`src/rtl/sr_pkg.sv`:
```
`default_nettype none
// +----------------------------------------------------------------------+
// | Module : sr_pkg                                                      |
// | Brief  : Shared constants for the SR flag bank (modes, filter width) |
// | Rev    : 1.0                                                         |
// +----------------------------------------------------------------------+
package sr_pkg;

  // Conflict behaviour when the qualified pair is set=1, reset=1
  typedef enum logic [1:0] {
    RESET_DOM = 2'd0,
    SET_DOM   = 2'd1,
    HOLD      = 2'd2,
    TOGGLE    = 2'd3
  } sr_mode_e;

  localparam int unsigned CNT_W = 4;

endpackage
`default_nettype wire

```
`src/rtl/sr_cell.sv`:
```
`default_nettype none
// +----------------------------------------------------------------------+
// | Module : sr_cell                                                     |
// | Brief  : One filtered SR channel with edge pulses and conflict flag  |
// | Rev    : 1.0                                                         |
// +----------------------------------------------------------------------+
module sr_cell
  import sr_pkg::*;
#(
  parameter int unsigned FILTER   = 3,
  parameter int unsigned MODE     = 0,
  parameter logic        INIT_BIT = 1'b0
) (
  input  logic clk,
  input  logic rst_n,
  input  logic i_clear,
  input  logic i_set,
  input  logic i_reset,
  output logic o_q,
  output logic o_rise,
  output logic o_fall,
  output logic o_conflict
);

  localparam logic [CNT_W-1:0] c_filter = CNT_W'(FILTER);
  localparam sr_mode_e         c_mode   = sr_mode_e'(MODE[1:0]);

  logic [1:0]       w_raw;
  logic [1:0]       r_pair;
  logic [1:0]       r_qual;
  logic [CNT_W-1:0] r_cnt;
  logic             r_qnew;
  logic             r_q;
  logic             r_rise;
  logic             r_fall;
  logic             r_conflict;
  logic             w_qual_hit;
  logic             w_q_next;

  assign w_raw      = {i_set, i_reset};
  assign w_qual_hit = (r_cnt == c_filter);

  // Level semantics: the qualified pair is re-applied every cycle
  always_comb begin
    w_q_next = r_q;
    case (r_qual)
      2'b10: w_q_next = 1'b1;
      2'b01: w_q_next = 1'b0;
      2'b11: begin
        case (c_mode)
          RESET_DOM: w_q_next = 1'b0;
          SET_DOM:   w_q_next = 1'b1;
          HOLD:      w_q_next = r_q;
          TOGGLE:    w_q_next = r_qnew ? ~r_q : r_q;
          default:   w_q_next = r_q;
        endcase
      end
      default: w_q_next = r_q;
    endcase
  end

  always_ff @(posedge clk or negedge rst_n) begin
    if (!rst_n) begin
      r_pair     <= 2'b00;
      r_qual     <= 2'b00;
      r_cnt      <= '0;
      r_qnew     <= 1'b0;
      r_q        <= INIT_BIT;
      r_rise     <= 1'b0;
      r_fall     <= 1'b0;
      r_conflict <= 1'b0;
    end else if (i_clear) begin
      r_pair     <= 2'b00;
      r_qual     <= 2'b00;
      r_cnt      <= '0;
      r_qnew     <= 1'b0;
      r_q        <= INIT_BIT;
      r_rise     <= 1'b0;
      r_fall     <= 1'b0;
      r_conflict <= 1'b0;
    end else begin
      r_pair <= w_raw;
      if (w_raw != r_pair) begin
        r_cnt <= CNT_W'(1);
      end else if (r_cnt < c_filter) begin
        r_cnt <= r_cnt + CNT_W'(1);
      end
      // r_qnew marks the first cycle a differing pair becomes qualified
      r_qnew <= w_qual_hit && (r_pair != r_qual);
      if (w_qual_hit) begin
        r_qual     <= r_pair;
        r_conflict <= &r_pair;
      end
      r_q    <= w_q_next;
      r_rise <= ~r_q & w_q_next;
      r_fall <= r_q & ~w_q_next;
    end
  end

  assign o_q        = r_q;
  assign o_rise     = r_rise;
  assign o_fall     = r_fall;
  assign o_conflict = r_conflict;

endmodule
`default_nettype wire

```
`src/rtl/sr_flag_bank.sv`:
```
`default_nettype none
// +----------------------------------------------------------------------+
// | Module : sr_flag_bank                                                |
// | Brief  : Bank of WIDTH independent input-filtered SR flags           |
// | Rev    : 1.0                                                         |
// +----------------------------------------------------------------------+
module sr_flag_bank
  import sr_pkg::*;
#(
  parameter int unsigned      WIDTH  = 4,
  parameter int unsigned      FILTER = 3,
  parameter int unsigned      MODE   = 0,
  parameter logic [WIDTH-1:0] INIT   = '0
) (
  input  logic             INclk,
  input  logic             INrstN,
  input  logic             INclear,
  input  logic [WIDTH-1:0] INset,
  input  logic [WIDTH-1:0] INreset,
  output logic [WIDTH-1:0] OUTq,
  output logic [WIDTH-1:0] OUTqnot,
  output logic [WIDTH-1:0] OUTrise,
  output logic [WIDTH-1:0] OUTfall,
  output logic [WIDTH-1:0] OUTconflict
);

  for (genvar i = 0; i < WIDTH; i++) begin : g_cell
    sr_cell #(
      .FILTER   (FILTER),
      .MODE     (MODE),
      .INIT_BIT (INIT[i])
    ) u_cell (
      .clk        (INclk),
      .rst_n      (INrstN),
      .i_clear    (INclear),
      .i_set      (INset[i]),
      .i_reset    (INreset[i]),
      .o_q        (OUTq[i]),
      .o_rise     (OUTrise[i]),
      .o_fall     (OUTfall[i]),
      .o_conflict (OUTconflict[i])
    );
  end

  assign OUTqnot = ~OUTq;

endmodule
`default_nettype wire

```
`config.mk`:
```
export PLATFORM = sky130hd
export DESIGN_NAME = sr_flag_bank
export DESIGN_NICKNAME = d
export VERILOG_FILES = /design/src/rtl/sr_pkg.sv /design/src/rtl/sr_cell.sv /design/src/rtl/sr_flag_bank.sv
export SDC_FILE = /design/constraint.sdc
export NUM_CORES = 1
export LEC_CHECK = 0
export CORE_AREA = 10 10 78 80
export CTS_BUF_LIST = sky130_fd_sc_hd__clkbuf_16
export CTS_CLUSTER_SIZE = 24
export DETAILED_ROUTE_END_ITERATION = 10
export DIE_AREA = 0 0 88 90
export GPL_TIMING_DRIVEN = 0
export PLACE_DENSITY_LB_ADDON = 0.15
export SYNTH_ARGS = -nofsm -noshare
export SYNTH_HDL_FRONTEND = slang
export SYNTH_SLANG_ARGS = --single-unit
```
`constraint.sdc`:
```
create_clock -name INclk -period 1.4 [get_ports INclk]
set_clock_uncertainty 0.1 [all_clocks]
set_input_delay 0.14 -clock INclk [delete_from_list [all_inputs] [get_ports INclk]]
set_output_delay 0.14 -clock INclk [all_outputs]
set_load 0.03 [all_outputs]
```
======== After elaboration in Yosys (flattened, before gate mapping) ========
Index checks and enable logic that the tools add are counted.
Widths: inputs -> output; s select.
cells by class
  add/sub/neg operators ................... 4
  $lt $le $gt $ge ......................... 4
  equality and inequality tests ........... 20
  muxes and demuxes ....................... 48
  bitwise logic cells ..................... 17
  reduce and logical (&&, ||, !) cells .... 16
operators with widths
  operator             number
  $mux 4               12
  $mux 2               12
  $mux 1               20
  $add 4x1->4 const B  4
  $eq 2x2->1 const B   8
  $eq 4x2->1 const B   4
  $lt 4x2->1 const B   4
  $reduce_bool 3->1    4
  $and 1x1->1          8
  $eq 2x1->1 const B   4
  $ne 2x2->1           4
  $not 1->1            8
  $pmux 1 s2           4
  $reduce_and 2->1     4
  $reduce_bool 2->1    4
  $reduce_or 2->1      4
  $not 4->4            1
word-level totals
  register bits ........................... 48
  input port bits ......................... 11
  output and inout port bits .............. 20
  logic and storage cells ................. 137

======== Depth between registers and ports, before layout ========
Gate-level depths: netlist of run 1.
  word-level depth ........................ 6
  mapped depth ............................ 4
  gate-level depth less buffers ........... 4

======== Modules after synthesis ========
Synthesis of run 1 repeated with hierarchy kept, for this count alone.
second synthesis, totals
  cells, all modules ...................... 164
  area total of the unflattened synthesis .. 1996.9 µm²
by module, submodules not included
  module        times used  cells each  area an instance (µm²)  sequential area each (µm²)
  sr_cell       4           40          495.5                   300.3
  sr_flag_bank  1           4           15.0                    0.0

======== Least setup slack after synthesis of run 1 ========
OpenSTA, ideal clock, no wires.
  path type ............................... reg2reg
  from .................................... register g_cell[2].u_cell.r_cnt[0]
  to ...................................... register g_cell[2].u_cell.r_qual[1]
  setup time .............................. 0.120 ns
  data arrival time ....................... 1.075 ns
  data required time ...................... 1.180 ns
  slack ................................... 0.105 ns
  cell stages (with the launch flop) ...... 5
  path buffers ............................ 0
  period minus slack after synthesis ...... 1.295 ns
  cells stage by stage .................... dfrtp_1 -> ha_1 -> nor3b_4 -> mux2i_1 -> nor2_2
on the way
  cells in the longest elaborated chain, start to end .. 2
RTL lines
  item                         line           source
  start: declaration           sr_cell.sv:31  logic [CNT_W-1:0] r_cnt;
  start signal: assignment     sr_cell.sv:86  r_cnt <= r_cnt + CNT_W'(1);
  $eq 4x2->1                   sr_cell.sv:41  assign w_qual_hit = (r_cnt == c_filter);
  $reduce_bool 2->1 (no line)  -
  end signal: assignment       sr_cell.sv:91  r_qual <= r_pair;
  end: declaration             sr_cell.sv:30  logic [1:0] r_qual;
Every way passes these cells.
A chain may end at the register's enable or synchronous reset.

======== Final worst setup path of run 1 ========
  from .................................... register g_cell[0].u_cell.r_fall
  to ...................................... output port OUTfall[0]
RTL lines
  item                      line                source
  start: declaration        sr_cell.sv:35       logic r_fall;
  start signal: assignment  sr_cell.sv:96       r_fall <= r_q & ~w_q_next;
  end: declaration          sr_flag_bank.sv:23  output logic [WIDTH-1:0] OUTfall,
No word-level cell between the ends.

==> results.yml, run 1 <==
outcome:
  status: "finished, final reports clean"
critical_path:
  worstPathRequired_ns: 1.16
  crit_type: "reg2out"
  r2r-start: "g_cell[3].u_cell.r_cnt[0]"
  regToRegEndpoint: "g_cell[3].u_cell.r_qual[1]"
  reg2reg_slack_ns: 0.04
  reg2reg_depth: 4
  worst_setup_path_end_kind: "primary output"
  path_max_fanout: 1
  arrival_ns: 1.12
  critPathLaunch: "g_cell[0].u_cell.o_fall"
  worstSetupStartpointType: "flop"
sta:
  rsz0062_at_grt: "true"
  period_share_pct: 97.1
  max_freq_ghz: 0.736
  finalSetupViolations: 0
  setup-tns-final_ns: 0
  max_slew.worst_pin.slew_ns: 0.504
  timing.final.crit_period_ns: 1.36
  maxSlewHeadroom_pct: 66.4
  hold_violations: 0
  slew_violations: 0
hold_path:
  min_path_type: "in2async"
yosys:
  ys_seq_elements: 48
  synth-seq-area-share_pct: 55.9
  synth_warnings: 0
  synth_cells: 180
  syn_area_sq_um: 2150
  syn_nets: 195
  synth.distinct_cells: 23
  synth_area_per_cell_sq_um: 11.9
route:
  post_drt_wl_per_cell_microns: 14.6
  dr_wl_met3_microns: 220
  wl_met2_microns: 2050
  drt-met1-wl_microns: 1710
  top_layer: "met4"
  drt_pre_antenna_iters: 4
  drt_iter0_markers: 88
  via_per_inst: 4.97
  routed_wl_microns: 4050
  drtAntennaViolNets: 0
  drc: 0
  dr_total_vias: 1382
placement:
  dpl.hpwl_microns: 2900
  place_congestion: 0.760
  portBuffers: 30
power:
  p_leak_nw: 1.31
  power_density_nw_per_um2: 1030
  power.total_mw: 2.82
  peakVddDrop_mv: 0.430
cells_and_area:
  multi_input_area_sq_um: 845
  fin_nets: 239
  fillCellCount: 391
  drive_above_1_share_pct: 28.6
  seq_area_sq_um: 1200
  n_antenna_cell: 0
  areaGrowthSynthToFinish_pct: 26.7
floorplanning:
  core_sq_um: 4600
  die_w_microns: 88
  io_pins: 31
  num_rows: 25
  start_util_pct: 46.7
  dieArea_sq_um: 7920
  die_h_microns: 90
clock_network:
  clkTransAtPathRegs_ns: 0.06
  clockBufferDepth: 2
  cts_tree: "built"
  cts.sinks: 48
  htreeDepth: 2
  clockRootBuffer: "clkbuf_16"
  cts_buffers: 5
  clock_latency_ns: 0.29
grt:
  grt_max_degree: 28
  grt_pass1_wl_microns: 6730
  grt-ovfl-total: 0
  track_usage_pct: 10.5
  grt_pass1_vias: 1438
  antenna_found_initial: 0
run:
  maxCapViolations: 0
-- routing by layer --
layer	up-vias	GRT usage [%]
met3	8	3.25
met5	-	0
li1	660	-
met4	0	5.19
met1	686	12.4
met2	28	16.6
-- registers in the layout (all words and copies together) (netlist names) --
name and cells:
g_cell.u_cell.o_q 4, g_cell.u_cell.o_conflict 4, g_cell.u_cell.o_rise 4, g_cell.u_cell.r_pair 8
g_cell.u_cell.r_cnt 16, g_cell.u_cell.o_fall 4, g_cell.u_cell.r_qual 8
-- report_power, final --
| group | internal [mW] | switching (mW) | total, mW |
|---|---|---|---|
| logic | 0.115 | 0.130 | 0.246 |
| clock network | 0.642 | 0.481 | 1.12 |
| registers | 1.42 | 0.0306 | 1.45 |
-- cells in the final DEF (no fill, tap or decap) --
cell              n
dfrtp_1          48
buf_4            23
nor2_1           18
nor2b_1          12
mux2i_1          12
clkdlybuf4s50_1   9
xor2_1            8
and2_1            8
dlygate4sd2_1     8
clkbuf_2          7
nor3_1            6
inv_1             5
clkbuf_16         5
nand2_1           4
nor4_1            4
nor3b_4           4
nand2b_1          4
nand3_1           4
a21oi_1           4
xnor2_1           4
a21oi_2           4
clkdlybuf4s15_2   4
buf_2             3
nor3_2            3
nor3_4            3
ha_4              3
nor2_2            2
clkbuf_1          1
ha_2              1
clkinv_2          1
dlygate4sd3_1     1
buf_12            1
-- Yosys cell counts --
master	number	area share, %
a21oi_1	4	0.93
a21oi_2	4	1.6
and2_1	8	2.3
buf_2	2	0.47
buf_4	17	5.9
clkbuf_1	1	0.17
dfrtp_1	48	56
ha_1	4	2.3
inv_1	4	0.70
mux2i_1	12	5.6
nand2_1	4	0.70
nand2b_1	4	1.2
nand3_1	4	0.93
nor2_1	18	3.1
nor2_2	2	0.58
nor2b_1	12	3.5
nor3_1	6	1.4
nor3_2	5	2.3
nor3_4	1	0.76
nor3b_4	4	3.5
nor4_1	4	1.2
xnor2_1	4	1.6
xor2_1	8	3.3
-- worst max-delay path: stages (launching register included) --
cell and delay [ns]:
dfrtp_1 0.37, buf_4 0.12, dlygate4sd2_1 0.34
-- worst max-delay path by stage --
stage | endpoint | slack [ns]
floorplan | g_cell[2].u_cell.r_qual[1] | 0.10
global placement | g_cell[0].u_cell.r_cnt[0] | -1.11
detailed placement | g_cell[3].u_cell.o_fall | -0.22
CTS | OUTconflict[3] | 0.0003
global route | g_cell[3].u_cell.r_qual[1] | -0.07
finish | OUTfall[0] | 0.04
-- layout make-up --
| cell class | count | share of cell area [%] |
|---|---|---|
| repair buffers | 37 | 11.8 |
| inverters | 4 | 0.551 |
| well taps | 54 | 2.48 |
| plain buffers | 20 | 5.19 |
| clock inverters | 2 | 0.322 |
| multi-input cells | 108 | 31.0 |
| clock buffers | 5 | 4.59 |
| flip-flops and latches | 48 | 44.1 |
-- timing repair --
| item | in CTS | in global routing |
|---|---|---|
| setup buffers | 0 | 5 |
| setup endpoints to repair | 20 | 21 |
| endpoints found under the hold margin | 21 | 0 |
| pin swaps | 0 | 7 |
| hold buffers | 1 | 0 |
| resized for setup | 32 | 20 |
-- through the flow --
step | setup slack [ns] | cells | utilization [%] | hold slack, ns | instance area [sq um]
finish | 0.0408 | 278 | 59.2 | 0.249 | 2720
global route | -0.0674 | 278 | 59.2 | 0.312 | 2720
CTS | 0.000329 | 273 | 57.9 | 0.263 | 2660
detailed placement | -0.225 | 265 | 55.1 | 0.0363 | 2530
global placement | -1.11 | 264 | 54.7 | 0.368 | 2520
floorplan | 0.105 | 180 | - | -0.256 | 2150
-- kinds of logic after synthesis --
kind of cell | Yosys count | share of synthesized area [%]
flip-flops | 48 | 55.9
buffers and inverters | 24 | 7.28
XOR/XNOR | 12 | 4.89
multiplexers | 12 | 5.59
adder cells (fa/ha/maj) | 4 | 2.33
AO/OA/AOI/OAI | 8 | 2.56
AND/OR/NAND/NOR | 72 | 21.5
Note: power is estimated with default switching activity, not from simulation.
==> run 2, diff against run 1 <==
Settings changed: REMOVE_ABC_BUFFERS from default to 1.
==> run 2 against run 1 <==
Non-clock buffer count fell by 17. Combinational power is essentially flat. Critical path depth is 1 lower. Cell area decreased by 3.1%. Hold slack improved by 0.051 ns. Worst setup slack lost 0.0033 ns. Critical path type unchanged. Critical endpoint is now OUTq[1]. Largest power group unchanged. Highest routed layer unchanged.
==> results.yml, run 2 (synthesis results as in run 1) <==
outcome:
  status: "finished, final reports clean"
floorplanning:
  die_w_microns: 88
  num_rows: 25
  die_h_microns: 90
  start_util_pct: 46.7
  dieArea_sq_um: 7920
  io_pins: 31
  core_sq_um: 4600
critical_path:
  r2r-start: "g_cell[3].u_cell.r_cnt[0]"
  critPathLaunch: "g_cell[1].u_cell.o_q"
  reg2reg_depth: 4
  critPathMaxStageDelay_ns: 0.43
  cp.depth: 1
  arrival_ns: 1.12
  worstSetupStartpointType: "flop"
  path_delay_family: "buffers and inverters"
  worstPathRequired_ns: 1.16
  regToRegEndpoint: "g_cell[3].u_cell.r_qual[1]"
  slowest_stage: "dlygate4sd2_1"
  crit_end: "OUTq[1]"
  worst_setup_path_end_kind: "primary output"
  path_buf_inv: 1
  crit_type: "reg2out"
  path_max_fanout: 5
  reg2reg_slack_ns: 0.05
  path_cells: "dlygate4sd2_1"
power:
  peakVddDrop_mv: 0.564
  power.total_mw: 3.02
  p_leak_nw: 1.26
  power_density_nw_per_um2: 1140
placement:
  dpl.hpwl_microns: 2470
  portBuffers: 30
  place_ws_ns: -0.0179
  dpl.cell_count: 245
  place_congestion: 0.730
  placed_area_sq_um: 2390
clock_network:
  clock_latency_ns: 0.28
  cts.sinks: 48
  cts_buffers: 5
  clockRootBuffer: "clkbuf_16"
  clockBufferDepth: 2
  cts_tree: "built"
  htreeDepth: 2
  clkTransAtPathRegs_ns: 0.07
sta:
  period_share_pct: 97.3
  fin_hold_ws_ns: 0.300
  rsz0062_at_grt: "true"
  max_slew.worst_pin.slew_ns: 0.768
  maxSlewHeadroom_pct: 48.8
  hold_violations: 0
  finalSetupViolations: 0
  worst_slack_ns: 0.0375
  setup-tns-final_ns: 0
  slew_violations: 0
  max_freq_ghz: 0.734
  timing.final.crit_period_ns: 1.36
cells_and_area:
  drive_above_1_share_pct: 21.2
  seq_area_sq_um: 1200
  fillCellCount: 391
  areaGrowthSynthToFinish_pct: 22.8
  largest_reg_flops: 16
  regMostFlops: "g_cell.u_cell.r_cnt"
  final_common_cell: "dfrtp_1"
  final_cell_mix: "dfrtp_1, nor2_1, dlygate4sd2_1"
  fin_util_pct: 57.4
  fin_nets: 222
  fin_cells: 262
  n_antenna_cell: 0
  reg_top3: "g_cell.u_cell.r_cnt (16), g_cell.u_cell.r_pair (8), g_cell.u_cell.r_qual (8)"
  fin_area_sq_um: 2640
  multi_input_area_sq_um: 838
grt:
  grt_max_degree: 41
  antenna_found_initial: 0
  grt-ovfl-total: 0
  grt_pass1_wl_microns: 6280
  track_usage_pct: 9.76
  grt_pass1_vias: 1333
route:
  drtAntennaViolNets: 0
  drt_iter0_markers: 54
  via_per_inst: 4.91
  dr_total_vias: 1287
  post_drt_wl_per_cell_microns: 13.7
  routed_wl_microns: 3580
  drt_pre_antenna_iters: 4
  drc: 0
hold_path:
  min_path_type: "in2async"
run:
  maxCapViolations: 0
[run 2: cell count changes in the layout (fill, tap and decap cells not counted), moves of 3 or more]
cell             delta
dlygate4sd2_1       +7
clkdlybuf4s15_2     -3
clkbuf_2            -3
buf_4              -15
[run 2: worst min-delay path by stage]
stage / to / cells past startpoint / from / slack (ns)
global route: g_cell[2].u_cell.r_pair[1] / 2 / INset[2] / 0.36
detailed placement: g_cell[0].u_cell.o_conflict / 1 / INrstN / 0.09
CTS: g_cell[1].u_cell.o_fall / 2 / INrstN / 0.33
global placement: g_cell[0].u_cell.o_q / 1 / g_cell[0].u_cell.r_qual[0] / 0.37
floorplan: g_cell[0].u_cell.o_conflict / 0 / INrstN / -0.26
finish: g_cell[1].u_cell.o_fall / 2 / INrstN / 0.30
[run 2: timing repair]
action | in CTS | in global routing
cloned | 0 | 0
hold buffers | 1 | 0
pin swaps | 1 | 2
setup endpoints to repair | 25 | 20
buffers inserted | 2 | 6
gates resized for setup | 28 | 10
endpoints found under the hold margin | 24 | 0
[run 2: power breakdown]
part	internal, mW	switching, mW	leakage, nW
Combinational	0.121	0.125	0.528
Sequential	1.42	0.0288	0.653
Clock	0.838	0.490	0.0798
Total	2.38	0.644	1.26
[run 2: area by class of cell]
cell class              count  area share (%)
well taps                  54            2.56
flip-flops and latches     48            45.5
multi-input cells         108            31.8
repair buffers             40            13.3
clock inverters             3            1.61
inverters                   4           0.569
clock buffers               5            4.74
[run 2: metal layers]
layer	vias up	share of wire, %	track usage [%]
li1	633	-	-
met1	626	42	11.4
met2	22	50	15.5
met3	6	6.6	3.88
met4	0	1.4	3.72
met5	-	0	0
